--- config.mk ---
export PLATFORM = sky130hd
export DESIGN_NAME = phase_average
export DESIGN_NICKNAME = d
export VERILOG_FILES = /design/src/rtl/phase_pkg.sv /design/src/rtl/phase_acc_bank.sv /design/src/rtl/phase_average.sv
export SDC_FILE = /design/constraint.sdc
export NUM_CORES = 2
export LEC_CHECK = 0
export CAP_MARGIN = 10
export CORE_ASPECT_RATIO = 0.6
export CORE_MARGIN = 8
export CORE_UTILIZATION = 50
export DETAILED_ROUTE_END_ITERATION = 10
export PLACE_DENSITY = 0.74
export SLEW_MARGIN = 0
export SYNTH_ARGS = -nofsm -noshare
export SYNTH_HDL_FRONTEND = slang
export SYNTH_SLANG_ARGS = --single-unit
--- constraint.sdc ---
create_clock -name clk -period 16.05 [get_ports clk]
set_input_delay 3.21 -clock clk [delete_from_list [all_inputs] [get_ports clk]]
set_output_delay 3.21 -clock clk [all_outputs]
set_load 0.01 [all_outputs]
--- src/rtl/phase_pkg.sv ---
// Shared types and helpers for the multi-channel phase averager.
package phase_pkg;

    typedef logic signed [31:0] q24_8_t;
    // Phase differences and sums need two guard bits before wrapping.
    typedef logic signed [33:0] phase_ext_t;

    localparam int PHASE_HALF = 46080;    // 180 degrees in Q24.8
    localparam int PHASE_FULL = 92160;    // 360 degrees in Q24.8

    // Channel state is sized for the largest supported run length, so one
    // struct type serves every RUNS_LOG2 setting.
    localparam int RUNS_LOG2_MAX = 8;
    localparam int CNT_W         = RUNS_LOG2_MAX + 1;
    localparam int ACC_W         = 32 + RUNS_LOG2_MAX;
    localparam int DROP_W        = 16;

    typedef struct packed {
        logic [CNT_W-1:0]        cnt;
        q24_8_t                  ref_ph;
        logic signed [ACC_W-1:0] acc_ph;
        logic [ACC_W-1:0]        acc_fr;
        logic [DROP_W-1:0]       drop;
    } chan_state_t;

    // Fold a phase into [-180,180) degrees; operands are always within one
    // turn of that range, so a single correction is enough.
    function automatic q24_8_t wrap_phase(input phase_ext_t x);
        if (x >= phase_ext_t'(PHASE_HALF))
            return q24_8_t'(x - phase_ext_t'(PHASE_FULL));
        else if (x < -phase_ext_t'(PHASE_HALF))
            return q24_8_t'(x + phase_ext_t'(PHASE_FULL));
        else
            return q24_8_t'(x);
    endfunction

endpackage

--- src/rtl/phase_acc_bank.sv ---
// Per-channel accumulator bank: S2 state update and completion detect.
module phase_acc_bank
    import phase_pkg::*;
#(
    parameter int CHANNELS  = 4,
    parameter int RUNS_LOG2 = 3,
    parameter int MAG_MIN   = 256,
    parameter int CH_W      = 2
)(
    input  logic            clk,
    input  logic            reset,
    input  logic            rec_vld,    // S2 holds a record for an existing channel
    input  logic            advance,    // S2 is not stalled this cycle
    input  logic [CH_W-1:0] rec_ch,
    input  logic [31:0]     rec_freq,
    input  q24_8_t          rec_mag,
    input  q24_8_t          rec_d,
    output logic            done,
    output q24_8_t          res_phase,
    output logic [31:0]     res_freq,
    output logic [15:0]     res_drop
);

    localparam logic [CNT_W-1:0] CNT_FULL = CNT_W'(1 << RUNS_LOG2);

    chan_state_t             state_q [CHANNELS];
    chan_state_t             state_d [CHANNELS];
    chan_state_t             cur;
    chan_state_t             nxt;
    logic                    qualify;
    logic [CNT_W-1:0]        cnt_n;
    logic signed [ACC_W-1:0] acc_ph_n;
    logic [ACC_W-1:0]        acc_fr_n;

    // Read-modify-write of the addressed channel plus result formation.
    always_comb begin
        state_d  = state_q;
        cur      = state_q[rec_ch];
        nxt      = cur;
        cnt_n    = cur.cnt;
        acc_ph_n = cur.acc_ph;
        acc_fr_n = cur.acc_fr;
        qualify  = (rec_mag >= q24_8_t'(MAG_MIN));

        if (!qualify) begin
            nxt.drop = (cur.drop == '1) ? cur.drop : cur.drop + 1'b1;
        end else if (cur.cnt == '0) begin
            // First record of a batch becomes the reference; later records
            // accumulate their wrapped offset from it so the mean never
            // straddles the +/-180 seam.
            nxt.ref_ph = rec_d;
            acc_ph_n   = '0;
            acc_fr_n   = ACC_W'(rec_freq);
            cnt_n      = CNT_W'(1);
        end else begin
            acc_ph_n = cur.acc_ph + ACC_W'(wrap_phase(phase_ext_t'(rec_d) - phase_ext_t'(cur.ref_ph)));
            acc_fr_n = cur.acc_fr + ACC_W'(rec_freq);
            cnt_n    = cur.cnt + 1'b1;
        end

        nxt.cnt    = cnt_n;
        nxt.acc_ph = acc_ph_n;
        nxt.acc_fr = acc_fr_n;

        done      = rec_vld && qualify && (cnt_n == CNT_FULL);
        res_phase = wrap_phase(phase_ext_t'(nxt.ref_ph) + phase_ext_t'(acc_ph_n >>> RUNS_LOG2));
        res_freq  = 32'(acc_fr_n >> RUNS_LOG2);
        res_drop  = cur.drop;

        if (done)
            nxt = '0;
        if (rec_vld && advance)
            state_d[rec_ch] = nxt;
    end

    // Channel state registers; reset wipes any partial batch.
    always_ff @(posedge clk) begin
        if (!reset) begin
            for (int i = 0; i < CHANNELS; i++)
                state_q[i] <= '0;
        end else begin
            state_q <= state_d;
        end
    end

endmodule

--- src/rtl/phase_average.sv ---
// Multi-channel wrap-aware phase/frequency averager with valid/ready ports.
module phase_average
    import phase_pkg::*;
#(
    parameter int CHANNELS  = 4,
    parameter int RUNS_LOG2 = 3,
    parameter int MAG_MIN   = 256,
    parameter int CH_W      = (CHANNELS > 1) ? $clog2(CHANNELS) : 1
)(
    input  logic            clk,
    input  logic            reset,
    input  logic            sink_valid,
    output logic            sink_ready,
    input  logic [CH_W-1:0] sink_channel,
    input  logic [31:0]     sink_freq,
    input  logic [31:0]     sink_mag,
    input  logic [31:0]     sink_phaseA,
    input  logic [31:0]     sink_phaseB,
    output logic            source_valid,
    input  logic            source_ready,
    output logic [CH_W-1:0] source_channel,
    output logic [31:0]     source_freq,
    output logic [31:0]     source_phase,
    output logic [15:0]     source_dropped
);

    logic            vld_p1_q, vld_p1_d, vld_p2_q, vld_p2_d;
    logic [CH_W-1:0] ch_p1_q, ch_p1_d, ch_p2_q, ch_p2_d;
    logic [31:0]     freq_p1_q, freq_p1_d, freq_p2_q, freq_p2_d;
    q24_8_t          mag_p1_q, mag_p1_d, mag_p2_q, mag_p2_d;
    q24_8_t          d_p1_q, d_p1_d, d_p2_q, d_p2_d;

    logic            src_vld_q, src_vld_d;
    logic [CH_W-1:0] src_ch_q, src_ch_d;
    logic [31:0]     src_freq_q, src_freq_d;
    q24_8_t          src_phase_q, src_phase_d;
    logic [15:0]     src_drop_q, src_drop_d;

    logic            rec_vld_p2, stall, accept, done;
    q24_8_t          res_phase;
    logic [31:0]     res_freq;
    logic [15:0]     res_drop;

    phase_acc_bank #(
        .CHANNELS  (CHANNELS),
        .RUNS_LOG2 (RUNS_LOG2),
        .MAG_MIN   (MAG_MIN),
        .CH_W      (CH_W)
    ) u_bank (
        .clk       (clk),
        .reset     (reset),
        .rec_vld   (rec_vld_p2),
        .advance   (!stall),
        .rec_ch    (ch_p2_q),
        .rec_freq  (freq_p2_q),
        .rec_mag   (mag_p2_q),
        .rec_d     (d_p2_q),
        .done      (done),
        .res_phase (res_phase),
        .res_freq  (res_freq),
        .res_drop  (res_drop)
    );

    // Handshake, stall propagation and next-state for S1, S2 and the output register.
    always_comb begin
        // Out-of-range channels flow through S2 without touching any state.
        rec_vld_p2 = vld_p2_q && (32'(ch_p2_q) < CHANNELS);
        stall      = done && src_vld_q && !source_ready;
        sink_ready = reset && !(vld_p1_q && stall);
        accept     = sink_valid && sink_ready;

        vld_p1_d  = vld_p1_q;
        ch_p1_d   = ch_p1_q;
        freq_p1_d = freq_p1_q;
        mag_p1_d  = mag_p1_q;
        d_p1_d    = d_p1_q;
        if (accept) begin
            vld_p1_d  = 1'b1;
            ch_p1_d   = sink_channel;
            freq_p1_d = sink_freq;
            mag_p1_d  = sink_mag;
            d_p1_d    = wrap_phase(phase_ext_t'($signed(sink_phaseA)) - phase_ext_t'($signed(sink_phaseB)));
        end else if (!stall) begin
            vld_p1_d  = 1'b0;
        end

        vld_p2_d  = vld_p2_q;
        ch_p2_d   = ch_p2_q;
        freq_p2_d = freq_p2_q;
        mag_p2_d  = mag_p2_q;
        d_p2_d    = d_p2_q;
        if (!stall) begin
            vld_p2_d  = vld_p1_q;
            ch_p2_d   = ch_p1_q;
            freq_p2_d = freq_p1_q;
            mag_p2_d  = mag_p1_q;
            d_p2_d    = d_p1_q;
        end

        // A completion reloads the output even while the old result is
        // being consumed, so back-to-back results leave no bubble.
        src_vld_d   = src_vld_q;
        src_ch_d    = src_ch_q;
        src_freq_d  = src_freq_q;
        src_phase_d = src_phase_q;
        src_drop_d  = src_drop_q;
        if (done && !stall) begin
            src_vld_d   = 1'b1;
            src_ch_d    = ch_p2_q;
            src_freq_d  = res_freq;
            src_phase_d = res_phase;
            src_drop_d  = res_drop;
        end else if (source_ready) begin
            src_vld_d   = 1'b0;
        end
    end

    // ---- S1/S2 valids and the output register (reset-controlled) ----
    always_ff @(posedge clk) begin
        if (!reset) begin
            vld_p1_q    <= 1'b0;
            vld_p2_q    <= 1'b0;
            src_vld_q   <= 1'b0;
            src_ch_q    <= '0;
            src_freq_q  <= '0;
            src_phase_q <= '0;
            src_drop_q  <= '0;
        end else begin
            vld_p1_q    <= vld_p1_d;
            vld_p2_q    <= vld_p2_d;
            src_vld_q   <= src_vld_d;
            src_ch_q    <= src_ch_d;
            src_freq_q  <= src_freq_d;
            src_phase_q <= src_phase_d;
            src_drop_q  <= src_drop_d;
        end
    end

    // ---- S1/S2 record payload, qualified by the valids above ----
    always_ff @(posedge clk) begin
        ch_p1_q   <= ch_p1_d;
        freq_p1_q <= freq_p1_d;
        mag_p1_q  <= mag_p1_d;
        d_p1_q    <= d_p1_d;
        ch_p2_q   <= ch_p2_d;
        freq_p2_q <= freq_p2_d;
        mag_p2_q  <= mag_p2_d;
        d_p2_q    <= d_p2_d;
    end

    assign source_valid   = src_vld_q;
    assign source_channel = src_ch_q;
    assign source_freq    = src_freq_q;
    assign source_phase   = src_phase_q;
    assign source_dropped = src_drop_q;

endmodule
; After elaboration in Yosys (flattened, before gate mapping)
; Index checks and enable logic that the tools add are counted.
[totals]
register_bits = 829
latch_bits = 0
mem_bits_rw = 0
romBits = 0
in_bits = 134
wordCells = 105
memories = 0
[classes]
addsub = 13
mul = 0
div_mod_pow = 0
order_cmp = 9
n_eq_ne = 3
n_shift = 0
mux = 29
bitwise = 1
reduce_logical = 15
[op_table]
columns = operator, n
row1 = $bwmux 548, 1
row2 = $mux 137, 4
row3 = $mux 32, 10
row4 = $bmux 137 s2, 1
row5 = $demux 137 s2, 1
row6 = $mux 40, 4
row7 = $add 32x18->32 const B, 3
row8 = $sub 32x18->32 const B, 3
row9 = $add 40x32->40, 2
row10 = $ge 33x17->1 const B, 2
row11 = $lt 33x17->1 const B, 2
row12 = $sub 32x32->33, 2
row13 = $add 32x34->34, 1
row14 = $ge 34x17->1 const B, 1
row15 = $lt 34x17->1 const B, 1
row16 = $ge 32x10->1 const B, 1
row17 = $mux 16, 2
row18 = $mux 9, 2
row19 = $add 16x1->16 const B, 1
row20 = $eq 16x16->1 const B, 1
row21 = $logic_and 1x1->1, 10
row22 = $add 9x1->9 const B, 1
row23 = $eq 9x4->1 const B, 1
row24 = $logic_not 9->1, 1
row25 = 7 further kinds, 12

; Longest topological paths before layout
[depth]
word_depth = 17
ltp_mapped = 55
ltp_nobuf = 47

; Hierarchy
; A second synthesis with hierarchy kept.
[unflattened]
cells_unflattened = 5129
area_unflattened_um2 = 44971.9
[by_module_without_submodules]
columns = mod, n_inst, cells_each, area_per_inst_um2, seq_area_each_um2
row1 = phase_acc_bank, 1, 4068, 32887.8, 10329.9
row2 = phase_average, 1, 1061, 12084.1, 7587.3

; Least setup slack after synthesis
; Ideal clock, no wire load.
[synth_path]
path_type = reg2reg
startpoint = register ch_p2_q[0]
endpoint = register src_phase_q[22], in the netlist source_phase[22]
setup_ns = 0.124
arrival_time_ns = 11.819
required_time_ns = 15.926
path_slack_ns = 4.107
stages_incl_launch_ff = 49
cell_sequence = edfxtp_1 buf_2 buf_2 clkbuf_1 clkbuf_1 buf_1 mux4_2 ha_1 inv_1 fa_1 a211oi_2 o21ai_1 a21oi_1 o21ai_1 o31ai_1 nand4_1 nor4_1 nand4_1 (+13 left out) a22o_1 ha_1 clkbuf_1 nand3_1 a211o_1 o21ai_1 o21ai_0 o31a_1 or4_1 nor4b_2 nand3_1 nand4bb_1 and2_1 a21oi_4 buf_2 mux2i_1 and4_1 nor3_1
[synth_between]
elab_chain_cells = 17
[synth_rtl]
columns = item, line
row1 = "start, declared", phase_average.sv:28  ; logic [CH_W-1:0] ch_p1_q, ch_p1_d, ch_p2_q, ch_p2_d;
row2 = "start signal, assigned", phase_average.sv:145  ; ch_p2_q <= ch_p2_d;
row3 = $not 2->3 (not written as such) (*), phase_acc_bank.sv:38  ; cur = state_q[rec_ch];
row4 = $bmux 137 s2 (*), phase_acc_bank.sv:38
row5 = $mux 137 (not written as such) (*) (2 in a row), phase_acc_bank.sv:38
row6 = $sub 32x32->33, phase_acc_bank.sv:56  ; acc_ph_n = cur.acc_ph + ACC_W'(wrap_phase(phase_ext_t'(rec_d) - phase_ext_t'(cur.ref_ph)));
row7 = $add 32x18->32 or $lt 33x17->1 (tied branches), "phase_pkg.sv:32, phase_pkg.sv:31"
row8 = $mux 32, phase_pkg.sv:31  ; else if (x < -phase_ext_t'(PHASE_HALF))
row9 = $mux 32, phase_pkg.sv:29  ; if (x >= phase_ext_t'(PHASE_HALF))
row10 = $mux 32, phase_acc_bank.sv:47  ; end else if (cur.cnt == '0) begin
row11 = $mux 32, phase_acc_bank.sv:45  ; if (!qualify) begin
row12 = $add 40x32->40, phase_acc_bank.sv:56
row13 = $mux 40, phase_acc_bank.sv:47
row14 = $mux 40, phase_acc_bank.sv:45
row15 = $add 32x34->34, phase_acc_bank.sv:66  ; res_phase = wrap_phase(phase_ext_t'(nxt.ref_ph) + phase_ext_t'(acc_ph_n >>> RUNS_LOG2));
row16 = $add 32x18->32 or $lt 34x17->1 (tied branches), "phase_pkg.sv:32, phase_pkg.sv:31"
row17 = $mux 32, phase_pkg.sv:31
row18 = $mux 32, phase_pkg.sv:29
row19 = "end signal, assigned", phase_average.sv:134  ; src_phase_q <= src_phase_d;
row20 = "end, declared", phase_average.sv:36  ; q24_8_t src_phase_q, src_phase_d;
; Every way passes the cells marked *; elsewhere a longest branch is shown, timed or not. The select of a mux whose other input is x is not followed.
; A chain may end at the register's enable or synchronous reset.

; Final worst setup path
[layout_path]
startpoint = register ch_p2_q[1]
endpoint = register src_phase_q[23], in the netlist source_phase[23]
; Same word-level chain as after synthesis.

==> results.sh <==
export IMPL_drc=0
export IMPL_final_hold_violation_count=0
export IMPL_cpMostUsedCell="a21oi_1"
export IMPL_rsz0062_at_grt="no"
export IMPL_r2r_setup_slack_ns=2.91
export IMPL_synth_top_area_cell="dfxtp_1"
export IMPL_hpwl_um=85800
export IMPL_grt_pass1_wl_um=198000
export IMPL_ir_worst_vdd_v=0.0000790
export IMPL_postCtsSetupBuffers=0
export IMPL_maxSlewHeadroom_pct=13.1
export IMPL_endpoint_kind="flip-flop"
export IMPL_rr_worst_depth=46
export IMPL_ys_types=106
export IMPL_r2r_start="ch_p2_q[1]"
export IMPL_diodes=0
export IMPL_worst_setup_path_type="flip-flop to flip-flop"
export IMPL_dr_first_iter_drc_count=4331
export IMPL_drive_above_1_share_pct=7.78
export IMPL_worstMarginPinSlew_ns=1.29
export IMPL_gr_total_overflow=0
export IMPL_gp_congestion=0.969
export IMPL_hold_buffers=0
export IMPL_holdPathEnd="mag_p2_q[23]"
export IMPL_placedCellCount=6185
export IMPL_required_ns=16.61
export IMPL_ys_async_sr_fraction_pct=0
export IMPL_dpl_instance_area_um2=46300
export IMPL_run_status="complete, no violations"
export IMPL_root_buffer="clkbuf_16"
export IMPL_fin_tns_setup_ns=0
export IMPL_holdCritStartpoint="mag_p1_q[23]"
export IMPL_dieHeight_um=244
export IMPL_crit_path_max_fanout=42
export IMPL_num_rows=83
export IMPL_ys_seq_elements=781
export IMPL_die_w_um=396
export IMPL_tritoncts="built"
export IMPL_skew_ns=0.0428
export IMPL_port_buffers=209
export IMPL_holdWs_ns=0.414
export IMPL_fin_nets=5434
export IMPL_pin_count=218
export IMPL_final_common_cell="nand2_1"
export IMPL_pre_cts_slack_ns=3.45
export IMPL_setup_viol=0
export IMPL_fin_crit_sh_pct=81.8
export IMPL_grt_max_degree=217
export IMPL_synthCells=5085
export IMPL_vias=38100
export IMPL_grt_pass1_vias=35700
export IMPL_netlist_area_um2=43400
export IMPL_max_freq_ghz=0.0761
export IMPL_clkSinkCount=781
export IMPL_ys_flop_type="dfxtp_1"
export IMPL_hold_depth=0
export IMPL_synth_warnings=0
export IMPL_setup_ws_ns=2.91
export IMPL_antenna_found_initial=0
export IMPL_final_cell_mix="nand2_1 (965), a21oi_1 (657), dfxtp_1 (601)"
export IMPL_final_area_um2=48800
export IMPL_drtPass1Iterations=5
export IMPL_hp_class="flip-flop to flip-flop"
export IMPL_cp_start_kind="flip-flop"
export IMPL_maxCapViolations=0
export IMPL_power_total_mw=5.11
export IMPL_die_area_um2=96800
export IMPL_synth_edf_count=180
export IMPL_totalWireLength_um=126000
export IMPL_cp_arrival_ns=13.70
export IMPL_insertion_delay_ns=0.68
export IMPL_ctsLongestPathBuffers=3
export IMPL_register_area_um2=17400
export IMPL_areaGrowthSynthToFinish_pct=12.4
export IMPL_multiInputGateArea_um2=24400
export IMPL_htreeDepth=3
export IMPL_viasPerCell=6.02
export IMPL_cpPeakStageDelay_ns=0.81
export IMPL_seq_area_frac_synth_pct=40.2
export IMPL_fin_cells=6324
export IMPL_initial_core_util_pct=50.6
export IMPL_path_clk_slew_ns=0.06
export IMPL_slew_violations=0
export IMPL_synth_top_area_share_pct=27.7
export IMPL_power_density_nw_per_um2=105
export IMPL_fill_cells=7666
export IMPL_drtAntennaViolNets=0
export IMPL_period_needed_ns=13.14
export IMPL_power_leakage_nw=17.7
export IMPL_core_um2=85800
export IMPL_grt_total_usage_pct=24.9
export IMPL_post_route_util_pct=56.9
export IMPL_numCtsBuffers=77
export IMPL_wl_per_cell_um=19.9
export IMPL_synth_nets=5402
export IMPL_ctsResizeCount=0
export IMPL_netlist_top_cells_area="dfxtp_1 (28%), edfxtp_1 (12%), nand2_1 (8.4%), a21oi_1 (7.6%), mux4_2 (6.7%)"
export IMPL_rr_endpoint="source_phase[23]"
export IMPL_syn_area_per_cell_um2=8.54
export IMPL_crit_slowest_cell="o21ai_0"
[area by class of cell]
| class | instances | share of cell area, % |
|---|---|---|
| clock inverter | 32 | 0.657 |
| timing repair buffer | 260 | 5.09 |
| sequential | 781 | 35.7 |
| inverter | 139 | 1.08 |
| multi-input combinational | 3858 | 50.0 |
| tap | 1147 | 2.94 |
| clock buffer | 107 | 4.53 |
[routing by layer]
layer	wire length (um)	vias to the layer above	global-route usage, %
met5	168	-	1.44
met4	2940	2	6.65
met3	13400	190	6.32
met2	51300	1671	35.4
met1	58300	18100	37.3
li1	-	18100	-
[cell families after synthesis]
group                    share of synthesized area (%)
buffers and inverters                             3.90
AO/OA/AOI/OAI                                     18.6
multiplexers                                      8.02
AND/OR/NAND/NOR                                   19.9
adder cells (fa/ha/maj)                           5.36
flip-flops                                        40.2
XOR/XNOR                                          4.07
[worst max path at each step]
| stage | startpoint | endpoint | depth (start not counted) |
|---|---|---|---|
| after floorplan | ch_p2_q[0] | source_phase[22] | 48 |
| after global placement | ch_p2_q[1] | source_phase[23] | 43 |
| after detailed placement | ch_p2_q[1] | source_phase[23] | 43 |
| after global routing | ch_p2_q[1] | source_phase[23] | 46 |
| after CTS | ch_p2_q[1] | source_phase[23] | 43 |
| final | ch_p2_q[1] | source_phase[23] | 46 |
[state kept, by name (all words and copies together), names as in the netlist]
register / cells
ch_p1_q: 2
ch_p2_q: 2
d_p1_q: 32
d_p2_q: 32
freq_p1_q: 32
freq_p2_q: 32
mag_p1_q: 24
mag_p2_q: 24
rec_vld_p2: 1
source_channel: 2
source_dropped: 16
source_freq: 32
source_phase: 32
source_valid: 1
u_bank.state_q: 516
vld_p1_q: 1
[synthesized netlist by cell type (all sizes together), types with 30 or more instances]
master  number
and3        41
buf         30
o31ai       30
inv        139
a21o        90
nor2       459
a211oi      69
dfxtp      601
nor3        70
ha         178
a21oi      661
and2        82
mux2        36
mux4       129
xnor2      139
nand2      968
nand4       37
edfxtp     180
xor2        56
nand3      140
nand2b      31
o21a        45
clkbuf     277
o21ai      205
a31oi       31
[critical path, delay by kind of cell (launching register included)]
kind,cells,cell delay [ns]
DFF,1,0.32
buffers and inverters,5,1.13
and+or+nand+nor,15,3.56
muxes,1,0.36
AOI/OAI and AO/OA,18,5.82
xor gates and xnor gates,3,0.48
adders and majority gates,4,1.32
[power by group]
part           internal, mW  switching [mW]
combinational         0.419           0.765
clock                  1.03           0.792
sequential             2.07          0.0252
total                  3.52            1.58
Power figures use the tool's default switching activity.
